--- src/rtl/param_updown_counter.sv ---
// Parametrised up/down counter with load, wrap/saturate, terminal-count pulse and sticky flags.
// Optional count prescaler enabled by defining UDCNT_PRESCALE_EN.
module param_updown_counter #(
    parameter int unsigned      WIDTH    = 4,
    parameter logic [WIDTH-1:0] MAX_VAL  = {WIDTH{1'b1}},
    parameter bit               SATURATE = 1'b0
`ifdef UDCNT_PRESCALE_EN
    ,
    parameter int unsigned      PRESCALE = 4
`endif
) (
    input  logic             clk,
    input  logic             rst,
    input  logic             en,
    input  logic             dir,
    input  logic             load,
    input  logic [WIDTH-1:0] load_val,
    input  logic             clr_flags,
    output logic [WIDTH-1:0] q,
    output logic             tc,
    output logic             ovf,
    output logic             unf
);

    logic             step;
    logic [WIDTH-1:0] q_next;
    logic             tc_next;
    logic             ovf_next;
    logic             unf_next;

`ifdef UDCNT_PRESCALE_EN
    localparam int unsigned DW = $clog2(PRESCALE);

    logic [DW-1:0] div;
    logic          div_last;

    assign div_last = (div == DW'(PRESCALE - 1));
    assign step     = en & div_last;

    // Divider only runs while enabled; load restarts the step spacing.
    always_ff @(posedge clk) begin
        if (rst || load) begin
            div <= '0;
        end else if (en) begin
            div <= div_last ? '0 : div + DW'(1);
        end
    end
`else
    assign step = en;
`endif

    always_comb begin
        q_next   = q;
        tc_next  = 1'b0;
        ovf_next = ovf & ~clr_flags;
        unf_next = unf & ~clr_flags;
        if (load) begin
            q_next = (load_val > MAX_VAL) ? MAX_VAL : load_val;
        end else if (step) begin
            if (dir) begin
                // >= also recovers an out-of-range count as if at the boundary
                if (q >= MAX_VAL) begin
                    q_next   = SATURATE ? MAX_VAL : '0;
                    tc_next  = 1'b1;
                    ovf_next = 1'b1;
                end else begin
                    q_next = q + WIDTH'(1);
                end
            end else begin
                if (q == '0) begin
                    q_next   = SATURATE ? '0 : MAX_VAL;
                    tc_next  = 1'b1;
                    unf_next = 1'b1;
                end else begin
                    q_next = q - WIDTH'(1);
                end
            end
        end
    end

    always_ff @(posedge clk) begin
        if (rst) begin
            q   <= '0;
            tc  <= 1'b0;
            ovf <= 1'b0;
            unf <= 1'b0;
        end else begin
            q   <= q_next;
            tc  <= tc_next;
            ovf <= ovf_next;
            unf <= unf_next;
        end
    end

endmodule

--- config.mk ---
export PLATFORM = sky130hd
export DESIGN_NAME = param_updown_counter
export DESIGN_NICKNAME = d
export VERILOG_FILES = /design/src/rtl/param_updown_counter.sv
export SDC_FILE = /design/constraint.sdc
export NUM_CORES = 1
export LEC_CHECK = 0
export ABC_AREA = 1
export BUFFER_PORTS_ARGS = -buffer_cell sky130_fd_sc_hd__clkbuf_2
export CORE_AREA = 4 4 42 44
export CTS_BUF_LIST = sky130_fd_sc_hd__clkbuf_8
export DETAILED_ROUTE_END_ITERATION = 8
export DIE_AREA = 0 0 46 48
export PLACE_DENSITY = 0.52
export SLEW_MARGIN = 20
export SYNTH_ARGS = -nofsm -noshare
export SYNTH_HDL_FRONTEND = slang
export SYNTH_SLANG_ARGS = --single-unit
--- constraint.sdc ---
create_clock -name clk -period 4 [get_ports clk]
set_clock_uncertainty 0.15 [all_clocks]
set_input_delay 0.2 -clock clk [delete_from_list [all_inputs] [get_ports clk]]
set_output_delay 0.2 -clock clk [all_outputs]
set_load 0.01 [all_outputs]
* Word level (Yosys, flattened, before mapping)
Index checks and enable logic that the tools add are counted.
** Storage, ports and cells
- Register bits after elaboration :: 7
- Bits of input ports :: 10
- Output and inout bits :: 7
- Logic and storage cells :: 32
** Cells by class
- Add/subtract/negate cells :: 2
- Order comparisons :: 2
- Mux-type cells :: 17
- Bitwise gates (word level) :: 4
- Reductions and logical operators :: 3
** Operator list (count)
- 2-to-1 mux 4 bit :: 6
- 2-to-1 mux 1 bit :: 11
- adder 4 x 1 -> 4 bit (second input constant) :: 1
- >= comparator 4 bit (second input constant) :: 1
- > comparator 4 bit (second input constant) :: 1
- zero test 4 bit :: 1
- subtractor 4 x 1 -> 4 bit (second input constant) :: 1
- OR reduction 3 bit :: 1
- AND 1 bit :: 2
- NOT 1 bit :: 2
- nonzero test 2 bit :: 1

* Longest topological paths before layout
- Word-level depth :: 6
- Depth in mapped cells :: 8
- Mapped depth without buffers :: 8

* Least setup slack after synthesis
Ideal clock, no wire load.
- Path type :: register to register
- Start :: reg q[0]
- End :: reg q[3]
- Library setup time :: 120 ps
- Data arrival time :: 1149 ps
- Required time :: 3730 ps
- Path slack :: 2581 ps
- Cell stages (with the launch flop) :: 9
- Buffers on the path :: 0
- Clock period less this slack :: 1419 ps
- Path through :: dfxtp_1 -> inv_1 -> ha_1 -> a21oi_1 -> nand2_1 -> nand3_1 -> nand2_1 -> nand2_1 -> a21oi_2
** On the way
- Longest elaborated chain between the ends :: 5
- Elaborated cells between the ends (all ways) :: 9
- Classes of those cells :: add/sub: 2; order compare: 1; mux: 5; reduce/logical: 1
** Ends and longest elaborated chain
- start: declaration :: RTL line 19 : output logic [WIDTH-1:0] q,
- start signal: assignment :: RTL line 88 : q <= q_next;
- subtractor 4 x 1 -> 4 bit (tied with other cells) :: RTL line 75 : q_next = q - WIDTH'(1);
- 2-to-1 mux 4 bit (on tied branches) :: RTL line 70, 62
- 2-to-1 mux 4 bit (*) :: RTL line 60 : if (dir) begin
- 2-to-1 mux 4 bit (*) :: RTL line 59 : end else if (step) begin
- 2-to-1 mux 4 bit (*) :: RTL line 57 : if (load) begin
Every way passes the cells marked *; elsewhere a longest branch is shown, timed or not. The select of a mux whose other input is x is not followed.
A chain may end at the register's enable or synchronous reset.

* Worst setup path in the final report
Ends and elaborated chain as after synthesis.

==> reports/metrics.cfg <==
[global_routing]
largest_net_degree_at_the_start_of_global_routing = 9
globalRouteTotalUtil = 0.103
grt_antenna_before_repair = 0
first_pass_grt_wire_length_um = 1570
grt_pass1_vias = 354
global_route.overflow_total = 0

[floorplanning]
boundaryPins = 17
start_util = 0.305
dieHeight_um = 48
design.die.area_sq_um = 2210
die-width_um = 46
coreArea_sq_um = 1440
fp-row-count = 14

[clock_tree]
clock_insertion_delay_worst_skew_ns = 0.23
holdBufCountCts = 0
tritoncts = yes
ctsHtreeMaxLevel = 1
post_cts.resized_instances = 0
post_cts.repair.setup_buffers = 0
cts.root.buffer_cell = sky130_fd_sc_hd__clkbuf_8
cts.sinks = 7
clk_pin_slew_worst_paths_ns = 0.04
cts-root-to-sink-buffers = 2
numCtsBuffers = 3

[logic_synthesis]
syn-cell-area_sq_um = 438
synthDistinctLibCells = 18
synth_warn = 0
post_synthesis_average_cell_area_sq_um = 6.95
syn-instance-count = 63
ys_seq_area_frac = 0.320
syn-num-nets = 75
synth.ff_latch_count = 7

[worst_setup_path]
critPathLaunch = q[0]
r2r_start = q[0]
timing_worst_setup_path_type = flop to flop
critical_path.startpoint_type = flop
timing.critical_path.arrival_ns = 1.47
timing.critical_path.required_ns = 3.96
timing.critical_path.to_type = flop
crit_fanout = 7

[min_path]
timing.hold.worst.start = load_val[1]
worst_hold_path_type = input port to flop

[route]
postRouteAntennaNets = 0
post_drt_wl_per_cell_um = 10.3
drt-total-wl_um = 1010
detailroute.via_count = 449
drt_pre_antenna_iters = 3
remaining_drc_errors = 0
drt-initial-drc-count = 4
route.detailed.vias_per_inst = 4.58

[sta]
setup_repair_after_global_routing_missed_its_margin = no
setup-violations-final = 0
fmax_mhz = 662
slew_viol_final = 0
shortest_clock_period_the_worst_path_allows_after_layout_ns = 1.51
post-route-period-util = 0.378
hold_viol = 0
finalWorstSetupSlack_ns = 2.49
worst_case_headroom_to_the_max_slew_limit = 0.741
tightest_slew_ns = 0.388
setup_total_negative_slack_ns = 0

[cells_and_area]
final.fill_count = 160
multiInputGateArea_sq_um = 253
fin_nets = 95
fin_util = 0.398
area.growth.synth_to_final_pct = 30.6
sequential_cell_area_sq_um = 140
drive_gt1_frac = 0.305
num_antenna_cells = 0

[placement]
port_buffers = 16
place_congestion = 0.728
place_hpwl_um = 768
place_worst_setup_slack_ns = 2.49

[power_and_ir_drop]
total_leakage_power_nw = 0.289
ir_drop_v = 0.000164
p_per_area_nw_per_um2 = 379

[run]
drv_cap = 0

[outcome]
run_status = complete, no violations

==> cell type report <==
cell class,count,area share
Inverter,9,0.0591
Timing Repair Buffer,16,0.140
Multi-Input combinational cell,46,0.442
Tap cell,16,0.0350
Clock buffer,3,0.0722
Sequential cell,7,0.245
Clock inverter,1,0.00656
==> through the flow <==
stage / power (mW) / instances / area [sq um] / hold slack, ns
floorplan: 0.107 / 63 / 438 / 0.112
global placement: 0.121 / 94 / 527 / 0.305
detailed placement: 0.120 / 94 / 527 / 0.309
CTS: 0.220 / 98 / 572 / 0.0765
global route: 0.229 / 98 / 572 / 0.0923
finish: 0.217 / 98 / 572 / 0.0777
==> synthesized netlist by cell type (all sizes together) <==
master / n / area [sq um]
nand2: 20 / 75.1
nand4: 2 / 12.5
dfxtp: 7 / 140
a22oi: 3 / 22.5
a31oi: 1 / 6.26
inv: 9 / 33.8
nor2: 4 / 25.0
buf: 1 / 11.3
a21oi: 8 / 43.8
xnor2: 1 / 8.76
ha: 2 / 25.0
nand3: 4 / 25.0
xor2: 1 / 8.76
==> state kept, by name (all words and copies together), names as in the netlist <==
signal  count
q           4
ovf         1
tc          1
unf         1
==> cell families (layout without fill, tap and decap cells) <==
group | Yosys count | in the layout | share of synthesized area
AOI/OAI and AO/OA | 12 | 12 | 0.166
DFF | 7 | 7 | 0.320
xor gates and xnor gates | 2 | 2 | 0.0400
buffers and inverters | 10 | 29 | 0.103
and+or+nand+nor | 30 | 30 | 0.314
adders and majority gates | 2 | 2 | 0.0571
==> where the power goes <==
| part | switching [mW] | internal (mW) |
|---|---|---|
| clock network | 0.0312 | 0.0664 |
| logic | 0.0205 | 0.0173 |
| registers | 0.00741 | 0.0737 |
| total | 0.0591 | 0.157 |
==> per-layer routing <==
layer,GRT usage,wire (um),part of all wire,vias up
met5,0,0,0,-
met3,0.0451,59,0.059,0
met2,0.151,471,0.47,11
li1,-,-,-,245
met1,0.128,474,0.47,193
met4,0.0511,0,0,0
==> cell usage in the layout, fill, tap and decap left out <==
cell type	synthesis	layout
sky130_fd_sc_hd__nand3_1	3	3
sky130_fd_sc_hd__xor2_1	1	1
sky130_fd_sc_hd__nand2_1	20	20
sky130_fd_sc_hd__clkbuf_8	0	3
sky130_fd_sc_hd__xnor2_1	1	1
sky130_fd_sc_hd__a21oi_1	7	7
sky130_fd_sc_hd__a31oi_1	1	1
sky130_fd_sc_hd__a21oi_2	1	1
sky130_fd_sc_hd__dfxtp_1	7	7
sky130_fd_sc_hd__nor2_2	1	1
sky130_fd_sc_hd__nor2_1	2	2
sky130_fd_sc_hd__inv_2	2	2
sky130_fd_sc_hd__nand4_1	2	2
sky130_fd_sc_hd__ha_1	2	2
sky130_fd_sc_hd__clkbuf_2	0	16
sky130_fd_sc_hd__nor2_4	1	1
sky130_fd_sc_hd__inv_1	7	8
sky130_fd_sc_hd__a22oi_1	3	3
sky130_fd_sc_hd__nand3_2	1	1
==> critical path, cell delays in order, from the launching register on <==
cell and delay (ns):
sky130_fd_sc_hd__dfxtp_1 0.45, sky130_fd_sc_hd__inv_1 0.11, sky130_fd_sc_hd__ha_1 0.24, sky130_fd_sc_hd__a21oi_1 0.15
sky130_fd_sc_hd__nand2_1 0.06, sky130_fd_sc_hd__nand3_1 0.07, sky130_fd_sc_hd__nand2_1 0.06, sky130_fd_sc_hd__nand2_1 0.07
sky130_fd_sc_hd__a21oi_2 0.05
==> path summary, 6_finish.rpt <==
kind	endpoint	slack [ns]	cells after the start
worst min register to register	unf	0.31	2
worst max register to register	q[3]	2.49	8
worst min-delay path	q[1]	0.08	3
worst max-delay path	q[3]	2.49	8
Power figures use the tool's default switching activity.
